## config.mk

```make
export PLATFORM = sky130hd
export DESIGN_NAME = prt_dp_pm_hpd
export DESIGN_NICKNAME = d
export VERILOG_FILES = /design/src/rtl/prt_dp_pm_hpd.sv
export SDC_FILE = /design/constraint.sdc
export NUM_CORES = 1
export LEC_CHECK = 0
export ABC_AREA = 1
export ABC_CLOCK_PERIOD_IN_PS = 1940
export CELL_PAD_IN_SITES_DETAIL_PLACEMENT = 0
export CELL_PAD_IN_SITES_GLOBAL_PLACEMENT = 1
export CORE_ASPECT_RATIO = 0.9
export CORE_MARGIN = 4
export CORE_UTILIZATION = 30
export CTS_CLUSTER_SIZE = 8
export DETAILED_ROUTE_END_ITERATION = 10
export PLACE_DENSITY = 0.52
export SYNTH_ARGS = -nofsm -noshare
export SYNTH_HDL_FRONTEND = slang
export SYNTH_SLANG_ARGS = --single-unit
```

## constraint.sdc

```tcl
create_clock -name CLK_IN -period 1.94 [get_ports CLK_IN]
set_clock_uncertainty 0.05 [all_clocks]
set_input_delay 0.388 -clock CLK_IN [delete_from_list [all_inputs] [get_ports CLK_IN]]
set_output_delay 0.388 -clock CLK_IN [all_outputs]
set_load 0.01 [all_outputs]
```

## src/rtl/prt_dp_pm_hpd.sv

```systemverilog
// HPD conditioner: synchronises and glitch-filters the DP hot-plug pin, then classifies plug / unplug / IRQ_HPD.
// Optional build macro PRT_DP_PM_HPD_WIDTH_EN adds WIDTH_OUT (last low-pulse width in us).
module prt_dp_pm_hpd #(
    parameter int P_SYS_FREQ   = 50_000_000,
    parameter int P_FLT_CLKS   = 16,
    parameter int P_IRQ_MIN_US = 250,
    parameter int P_IRQ_MAX_US = 2000,
    parameter int P_PLUG_US    = 2000
) (
    input  logic        CLK_IN,
    input  logic        RST_IN,
    input  logic        EN_IN,
    input  logic        HPD_IN,
    output logic        HPD_OUT,
    output logic        PLUG_OUT,
    output logic        UNPLUG_OUT,
    output logic        IRQ_OUT
`ifdef PRT_DP_PM_HPD_WIDTH_EN
    ,
    output logic [11:0] WIDTH_OUT
`endif
);

    localparam int                 L_DIV       = P_SYS_FREQ / 1_000_000;
    localparam int                 L_PRE_W     = (L_DIV > 1) ? $clog2(L_DIV) : 1;
    localparam logic [L_PRE_W-1:0] L_PRE_LAST  = L_PRE_W'(L_DIV - 1);
    localparam logic [L_PRE_W-1:0] L_PRE_ONE   = L_PRE_W'(1);
    localparam logic [7:0]         L_FLT_LAST  = 8'(P_FLT_CLKS - 1);
    localparam logic [11:0]        L_PLUG      = 12'(P_PLUG_US);
    localparam logic [11:0]        L_IRQ_MIN   = 12'(P_IRQ_MIN_US);
    localparam logic [11:0]        L_UNPLUG_AT = 12'(P_IRQ_MAX_US + 1);
    localparam logic [11:0]        L_US_SAT    = 12'hFFF;

    typedef enum logic [1:0] {
        ST_UNPLUG = 2'b00,
        ST_HIGH   = 2'b01,
        ST_LOW    = 2'b10
    } state_t;

    logic               r_sync1, r_sync2;
    logic               r_flt;
    logic [7:0]         r_flt_cnt;
    logic [L_PRE_W-1:0] r_pre;
    logic [11:0]        r_us;
    state_t             r_state;
    logic               r_hpd, r_plug, r_unplug, r_irq;

    state_t             w_state_nxt;
    logic               w_plug_nxt, w_unplug_nxt, w_irq_nxt;
    logic               w_flip, w_tick;

    // The filtered level flips on the sample that completes the run of differing samples.
    assign w_flip = (r_sync2 != r_flt) && (r_flt_cnt == L_FLT_LAST);
    assign w_tick = (r_pre == L_PRE_LAST);

    // Two-flop synchroniser on the asynchronous pin.
    always_ff @(posedge CLK_IN or negedge RST_IN) begin
        if (!RST_IN) begin
            r_sync1 <= 1'b0;
            r_sync2 <= 1'b0;
        end else begin
            r_sync1 <= HPD_IN;
            r_sync2 <= r_sync1;
        end
    end

    // Glitch filter: count consecutive samples that disagree with the accepted level.
    always_ff @(posedge CLK_IN or negedge RST_IN) begin
        if (!RST_IN) begin
            r_flt     <= 1'b0;
            r_flt_cnt <= 8'd0;
        end else if (r_sync2 == r_flt) begin
            r_flt_cnt <= 8'd0;
        end else if (w_flip) begin
            r_flt     <= ~r_flt;
            r_flt_cnt <= 8'd0;
        end else begin
            r_flt_cnt <= r_flt_cnt + 8'd1;
        end
    end

    // Microsecond prescaler, realigned to every filtered edge.
    always_ff @(posedge CLK_IN or negedge RST_IN) begin
        if (!RST_IN) begin
            r_pre <= '0;
        end else if (!EN_IN || w_flip || w_tick) begin
            r_pre <= '0;
        end else begin
            r_pre <= r_pre + L_PRE_ONE;
        end
    end

    // Saturating microsecond counter measuring time since the last filtered edge.
    always_ff @(posedge CLK_IN or negedge RST_IN) begin
        if (!RST_IN) begin
            r_us <= 12'd0;
        end else if (!EN_IN || w_flip || ((r_state == ST_UNPLUG) && !r_flt)) begin
            r_us <= 12'd0;
        end else if (w_tick && (r_us != L_US_SAT)) begin
            r_us <= r_us + 12'd1;
        end else begin
            r_us <= r_us;
        end
    end

    // Next-state and event decode; a filtered edge takes priority over the unplug timeout.
    always_comb begin
        w_state_nxt  = r_state;
        w_plug_nxt   = 1'b0;
        w_unplug_nxt = 1'b0;
        w_irq_nxt    = 1'b0;
        if (!EN_IN) begin
            w_state_nxt  = ST_UNPLUG;
            w_unplug_nxt = (r_state != ST_UNPLUG);
        end else begin
            case (r_state)
                ST_UNPLUG: begin
                    if (r_flt && !w_flip && (r_us == L_PLUG)) begin
                        w_state_nxt = ST_HIGH;
                        w_plug_nxt  = 1'b1;
                    end else begin
                        w_state_nxt = ST_UNPLUG;
                    end
                end
                ST_HIGH: begin
                    if (w_flip) begin
                        w_state_nxt = ST_LOW;
                    end else begin
                        w_state_nxt = ST_HIGH;
                    end
                end
                ST_LOW: begin
                    if (w_flip) begin
                        w_state_nxt = ST_HIGH;
                        w_irq_nxt   = (r_us >= L_IRQ_MIN);
                    end else if (r_us >= L_UNPLUG_AT) begin
                        w_state_nxt  = ST_UNPLUG;
                        w_unplug_nxt = 1'b1;
                    end else begin
                        w_state_nxt = ST_LOW;
                    end
                end
                default: begin
                    w_state_nxt = ST_UNPLUG;
                end
            endcase
        end
    end

    // State and registered outputs; HPD_OUT follows the state being entered.
    always_ff @(posedge CLK_IN or negedge RST_IN) begin
        if (!RST_IN) begin
            r_state  <= ST_UNPLUG;
            r_hpd    <= 1'b0;
            r_plug   <= 1'b0;
            r_unplug <= 1'b0;
            r_irq    <= 1'b0;
        end else begin
            r_state  <= w_state_nxt;
            r_hpd    <= (w_state_nxt != ST_UNPLUG);
            r_plug   <= w_plug_nxt;
            r_unplug <= w_unplug_nxt;
            r_irq    <= w_irq_nxt;
        end
    end

    assign HPD_OUT    = r_hpd;
    assign PLUG_OUT   = r_plug;
    assign UNPLUG_OUT = r_unplug;
    assign IRQ_OUT    = r_irq;

`ifdef PRT_DP_PM_HPD_WIDTH_EN
    logic [11:0] r_width;
    logic        w_low_exit;

    assign w_low_exit = (r_state == ST_LOW) && (w_state_nxt != ST_LOW);

    // Capture the low-pulse width whenever the LOW state is left.
    always_ff @(posedge CLK_IN or negedge RST_IN) begin
        if (!RST_IN) begin
            r_width <= 12'd0;
        end else if (w_low_exit) begin
            r_width <= r_us;
        end else begin
            r_width <= r_width;
        end
    end

    assign WIDTH_OUT = r_width;
`endif

endmodule
```

==> flow_summary_export.csv, run 1 <==
group,metric,value,unit
global_routing,grt_use_total,0.1195,
yosys,synth_edf_count,0,
yosys,ys_ff_latch,35,
global_routing,grt_antenna_before_repair,0,
clocking,clock_latency,0.28,ns
clocking,post_cts_buffers,0,
clocking,htreeDepth,2,
critical_path,crit_family,"simple AND/OR/NAND/NOR gates",
power_and_ir_drop,vdd_ir_drop_max,0.1982,mV
yosys,ys.flop_type,"dfrtp_1",
clocking,cts_made_buffers,5,
sta,maxSlewViolCount,0,
route,drcViolationCount,0,
sta,tightest_slew,0.4666,ns
power_and_ir_drop,pwr-share-clk,0.396,
yosys,syn-cell-area,1929,um2
floorplanning,pin_count,8,
route,wirelength,4133,um
sta,hold_ws,-0.003219,ns
critical_path,crit_chain,"ha_1 -> nand3_1 -> nor2_1 -> nand2_2 -> nand3_2 -> inv_2 -> nand2_2 -> nand2_1 -> nand2_1",
yosys,async_flop_share,1.000,
power_and_ir_drop,pwr-share-seq,0.561,
yosys,synthCells,238,
critical_path,cp_max_fo,8,
yosys,ys_warn_count,0,
power_and_ir_drop,power,1338,uW
power_and_ir_drop,p_int,1014,uW
sta,hold_viol,7,
clocking,cts.path.max_buffers,2,
cells_and_area,seq_area,875.8,um2
yosys,syn-num-nets,249,
yosys,synth_top_area_share,0.4540,
route,drt_iter0_drc,49,
sta,finalSetupViolations,0,
floorplanning,die_w,92.53,um
worst_hold_path,hold_path.class,"input pin to asynchronous set/reset pin",
yosys,yosysMostFrequentCell,"nand2_1",
clocking,cts-root-buf,"clkbuf_8",
placement,place_congestion,0.7837,
clocking,cts_tree,"built",
status,violations,"negative hold slack",
yosys,seq_area_frac_synth,0.4540,
job,maxCapViolations,0,
sta,period_minus_slack,1.732,ns
critical_path,end_kind,"flip-flop",
critical_path,path_class,"flip-flop to flip-flop",
clocking,cts_sinks,35,
floorplanning,coreArea,6182,um2
critical_path,arrival,1.86,ns
critical_path,startpoint_type,"flip-flop",
route,wire_per_inst,12.05,um
route,ant_nets,0,
power_and_ir_drop,swShare,0.2424,
critical_path,crit_buf_inv,1,
cells_and_area,nets,266,
global_routing,grt_pass1_vias,1514,
placement,pre_cts_ws,0.1252,ns
route,via_count,1485,
critical_path,critPathSlowestCell,"dfrtp_1",
clocking,cts-resized-gates,0,
cells_and_area,insertedDiodeCount,0,
floorplanning,rows,27,
sta,tns,0,ns
route,drt-pass1-iter-count,4,
cells_and_area,multi_input_area,927.1,um2
power_and_ir_drop,pwr-share-comb,0.043,
critical_path,crit_required,2.07,ns
sta,max_freq,577.3,MHz
yosys,synth.distinct_cells,30,
power_and_ir_drop,power.density,602.7,nW/um2
clocking,hold_buffers,0,
sta,layout_setup_ws,0.2078,ns
critical_path,slowest_delay,0.40,ns
floorplanning,die_y,84.08,um
clocking,clk_pin_slew,0.08,ns
sta,period_share,0.8929,
sta,relSlewSlack,0.6889,
placement,place_hpwl,3156,um
global_routing,gr-total-overflow,0,
global_routing,grt_max_degree,19,
power_and_ir_drop,p_leak,0.001024,uW
global_routing,grt_pass1_wl,7238,um
placement,place.port_buffers,7,
floorplanning,die-area,7780,um2
cells_and_area,syn_to_final_growth,15.11,%
floorplanning,start_util,0.3121,
cells_and_area,drive_gt1_frac,0.1367,
route,via_per_inst,4.329,
yosys,syn_avg_cell_area,8.107,um2
yosys,synth_common_cells,"nand2_1 (57), nor2_1 (40), dfrtp_1 (35)",
power_and_ir_drop,power_switching,324.5,uW
yosys,synth_area_leaders,"dfrtp_1 (45%), nand2_1 (11%), nor2_1 (7.8%)",
yosys,synth_top_area_cell,"dfrtp_1",
status,outcome,"finished with violations",
sta,rsz0062_at_grt,"false",
cells_and_area,fillerInstances,675,
==> registers in the layout, indices dropped and copies added (netlist names), 2 cells and up <==
signal	cells
r_pre	6
r_flt_cnt	8
r_state	2
r_us	12
==> stage by stage <==
step | utilization | instances | cell area, um2
2_1_floorplan | - | 238 | 1929
3_3_place_gp | 0.3455 | 335 | 2136
3_5_place_dp | 0.3455 | 335 | 2136
4_1_cts | 0.3592 | 343 | 2221
5_1_grt | 0.3592 | 343 | 2221
6_report | 0.3592 | 343 | 2221
==> path summary, 6_finish.rpt <==
path	startpoint	end	slack (ns)	cells past startpoint
hold / removal	RST_IN	r_flt_cnt[5]$_DFF_PN0_	-0.003	1
min in group CLK_IN	r_sync1$_DFF_PN0_	r_sync2$_DFF_PN0_	0.31	0
setup / recovery	r_flt_cnt[0]$_DFF_PN0_	r_us[11]$_DFFE_PN0P_	0.21	9
setup reg to reg	r_flt_cnt[0]$_DFF_PN0_	r_us[11]$_DFFE_PN0P_	0.21	9
hold reg to reg	r_sync1$_DFF_PN0_	r_sync2$_DFF_PN0_	0.31	0
max in group asynchronous	RST_IN	r_us[2]$_DFFE_PN0P_	1.38	2
==> routing by layer <==
metal	up-vias	wire [um]	global-route usage	part of all wire
met1	683	2162	0.1611	0.52
met2	10	1823	0.1864	0.44
met3	5	110	0.03156	0.027
met4	0	36	0.03644	0.0087
li1	787	-	-	-
met5	-	0	0	0
==> power groups by stage <==
stage	Clock [uW]	Combinational [uW]	Sequential, uW
2_1_floorplan	0	29.8	764
3_3_place_gp	0	61.5	765
3_5_place_dp	0	60.9	766
4_1_cts	555	61.3	751
5_1_grt	588	68.3	753
6_report	530	57.9	751
==> kinds of logic (layout without fill, tap and decap cells) <==
family / after synthesis / after routing / share of synthesized area
simple gates: 145 / 145 / 0.3547
flops: 35 / 35 / 0.4540
buf+inv: 29 / 47 / 0.06550
compound gates: 12 / 12 / 0.03502
xor+xnor: 10 / 10 / 0.04539
fa+ha+maj: 7 / 7 / 0.04539
==> cell type report <==
| type | count | share of cell area |
|---|---|---|
| Sequential cell | 35 | 0.3944 |
| Tap cell | 87 | 0.04901 |
| Inverter | 25 | 0.04225 |
| Multi-Input combinational cell | 174 | 0.4175 |
| Clock buffer | 6 | 0.03268 |
| Clock inverter | 2 | 0.005634 |
| Timing Repair Buffer | 14 | 0.05859 |
==> cell usage in the layout (no fill, tap or decap), types with 5 or more instances in the layout <==
| cell type | instances |
|---|---|
| nand2_1 | 57 |
| nor2_1 | 40 |
| dfrtp_1 | 35 |
| inv_1 | 22 |
| nand3_1 | 17 |
| nor2_2 | 7 |
| ha_1 | 7 |
| xor2_1 | 6 |
| clkdlybuf4s50_1 | 6 |
| buf_4 | 6 |
| clkbuf_8 | 5 |
(Power assumes the default switching activity.)
==> run 2, diff against run 1 <==
--- a/config.mk
+++ b/config.mk
@@ -6,7 +6,7 @@
 export NUM_CORES = 1
 export LEC_CHECK = 0
 export ABC_AREA = 1
-export ABC_CLOCK_PERIOD_IN_PS = 1940
+export ABC_CLOCK_PERIOD_IN_PS = 2200
 export CELL_PAD_IN_SITES_DETAIL_PLACEMENT = 0
 export CELL_PAD_IN_SITES_GLOBAL_PLACEMENT = 1
 export CORE_ASPECT_RATIO = 0.9
==> constraint.sdc (replaced) <==
create_clock -name CLK_IN -period 2.2 [get_ports CLK_IN]
set_clock_uncertainty 0.05 [all_clocks]
set_input_delay 0.44 -clock CLK_IN [delete_from_list [all_inputs] [get_ports CLK_IN]]
set_output_delay 0.44 -clock CLK_IN [all_outputs]
set_load 0.01 [all_outputs]
==> flow_summary_export.csv, run 2 (synthesis results as in run 1) <==
group,metric,value,unit
critical_path,critPathSlowestCell,"dfrtp_1",
critical_path,critPathLaunch,"r_flt_cnt[0]$_DFF_PN0_",
route,drcViolationCount,0,
critical_path,crit_family,"simple AND/OR/NAND/NOR gates",
sta,period_minus_slack,1.840,ns
cells_and_area,final_cell_mix,"nand2_1 (57), nor2_1 (40), dfrtp_1 (35), inv_1 (22), nand3_1 (17)",
cells_and_area,top_register,"r_us",
cells_and_area,seq_area,875.8,um2
cells_and_area,nets,261,
critical_path,end_kind,"flip-flop",
power_and_ir_drop,power.density,636.8,nW/um2
cells_and_area,largest_reg_flops,12,
cells_and_area,reg_top3,"r_us (12), r_flt_cnt (8), r_pre (6)",
critical_path,rrSetupSlack,0.36,ns
status,outcome,"completed",
sta,tns,0,ns
clocking,htreeDepth,2,
global_routing,grt_max_degree,26,
sta,max_freq,543.6,MHz
global_routing,gr-total-overflow,0,
critical_path,arrival,1.96,ns
clocking,cts_sinks,35,
critical_path,r2r_start,"r_flt_cnt[0]$_DFF_PN0_",
cells_and_area,drive_gt1_frac,0.1195,
floorplanning,start_util,0.3121,
clocking,cts_made_buffers,5,
critical_path,crit_required,2.32,ns
route,via_per_inst,4.393,
critical_path,path_class,"flip-flop to flip-flop",
placement,place_hpwl,3166,um
route,via_count,1485,
cells_and_area,insertedDiodeCount,0,
critical_path,path_common_cell,"nand2_2",
clocking,clk_pin_slew,0.08,ns
sta,tightest_slew,0.5804,ns
global_routing,grt_use_total,0.1193,
sta,hold_viol,0,
sta,period_share,0.8362,
clocking,cts-root-buf,"clkbuf_8",
global_routing,grt_pass1_wl,7265,um
global_routing,grt_pass1_vias,1498,
floorplanning,coreArea,6182,um2
placement,place_congestion,0.7815,
clocking,clock_latency,0.29,ns
route,drt_iter0_drc,47,
clocking,cts_tree,"built",
cells_and_area,final_util,0.3588,
power_and_ir_drop,vdd_ir_drop_max,0.2551,mV
route,drt-pass1-iter-count,4,
clocking,cts-resized-gates,0,
floorplanning,pin_count,8,
route,wire_per_inst,12.39,um
cells_and_area,syn_to_final_growth,14.98,%
job,maxCapViolations,0,
critical_path,cp_max_fo,11,
critical_path,worstRegToRegCells,9,
floorplanning,die-area,7780,um2
sta,relSlewSlack,0.6130,
sta,rsz0062_at_grt,"false",
worst_hold_path,hold_path.class,"input pin to asynchronous set/reset pin",
floorplanning,die_y,84.08,um
placement,place.port_buffers,7,
route,ant_nets,0,
critical_path,slowest_delay,0.41,ns
sta,maxSlewViolCount,0,
cells_and_area,multi_input_area,927.1,um2
floorplanning,die_w,92.53,um
sta,finalSetupViolations,0,
cells_and_area,mostFrequentLayoutCell,"nand2_1",
critical_path,crit_chain,"ha_1 -> nand3_1 -> nor2_1 -> nand2_2 -> nand3_2 -> inv_2 -> nand2_2 -> nand2_1 -> o21ai_1",
clocking,post_cts_buffers,0,
clocking,cts.path.max_buffers,2,
global_routing,grt_antenna_before_repair,0,
power_and_ir_drop,p_leak,0.001018,uW
clocking,hold_buffers,0,
critical_path,r2r-end,"r_us[5]$_DFFE_PN0P_",
critical_path,crit_buf_inv,1,
floorplanning,rows,27,
cells_and_area,fillerInstances,656,
critical_path,startpoint_type,"flip-flop",
route,wirelength,4187,um
==> run 2: cell type report <==
class | count | area share
clock buffers | 6 | 0.03271
inverters | 25 | 0.04230
flip-flops and latches | 35 | 0.3948
multi-input cells | 174 | 0.4179
repair buffers | 9 | 0.03610
well taps | 87 | 0.04907
clock inverters | 2 | 0.02707
==> run 2: worst max path at each step <==
stage	end	slack, ns	cells after the start
after floorplan	r_pre[2]$_DFF_PN0_	0.66	9
after global placement	r_us[11]$_DFFE_PN0P_	0.37	6
after detailed placement	r_us[5]$_DFFE_PN0P_	0.25	6
after CTS	r_us[5]$_DFFE_PN0P_	0.35	9
after global routing	r_us[5]$_DFFE_PN0P_	0.17	9
final	r_us[5]$_DFFE_PN0P_	0.36	9
==> run 2: worst reg2reg max path: stages, from the launching register on <==
cell and delay (ns):
dfrtp_1 0.41, ha_1 0.23, nand3_1 0.12, nor2_1 0.07, nand2_2 0.18, nand3_2 0.21, inv_2 0.19, nand2_2 0.12
nand2_1 0.08, o21ai_1 0.06
==> run 2: through the flow <==
stage               total power [uW]  hold slack, ns  worst slack [ns]  cells  cell area, um2
floorplan                      699.6         0.09441            0.6602    238            1929
global placement               725.5          0.2832            0.3666    330            2086
detailed placement             725.3          0.2896            0.2515    330            2086
CTS                             1435          0.1214            0.3455    338            2218
global route                    1475          0.1403            0.1712    338            2218
finish                          1413         0.08482            0.3603    338            2218
==> run 2: routing by layer <==
metal | track usage | routed length [um]
met1 | 0.1576 | 2075
met2 | 0.1884 | 1912
met3 | 0.03066 | 144
met4 | 0.04049 | 53
met5 | 0 | 0
==> run 2: where the power goes <==
part | internal (uW) | leakage (uW) | switching [uW]
logic | 16.8 | 0.000474 | 30.7
registers | 653 | 0.000479 | 8.78
clock network | 453 | 0.0000654 | 250
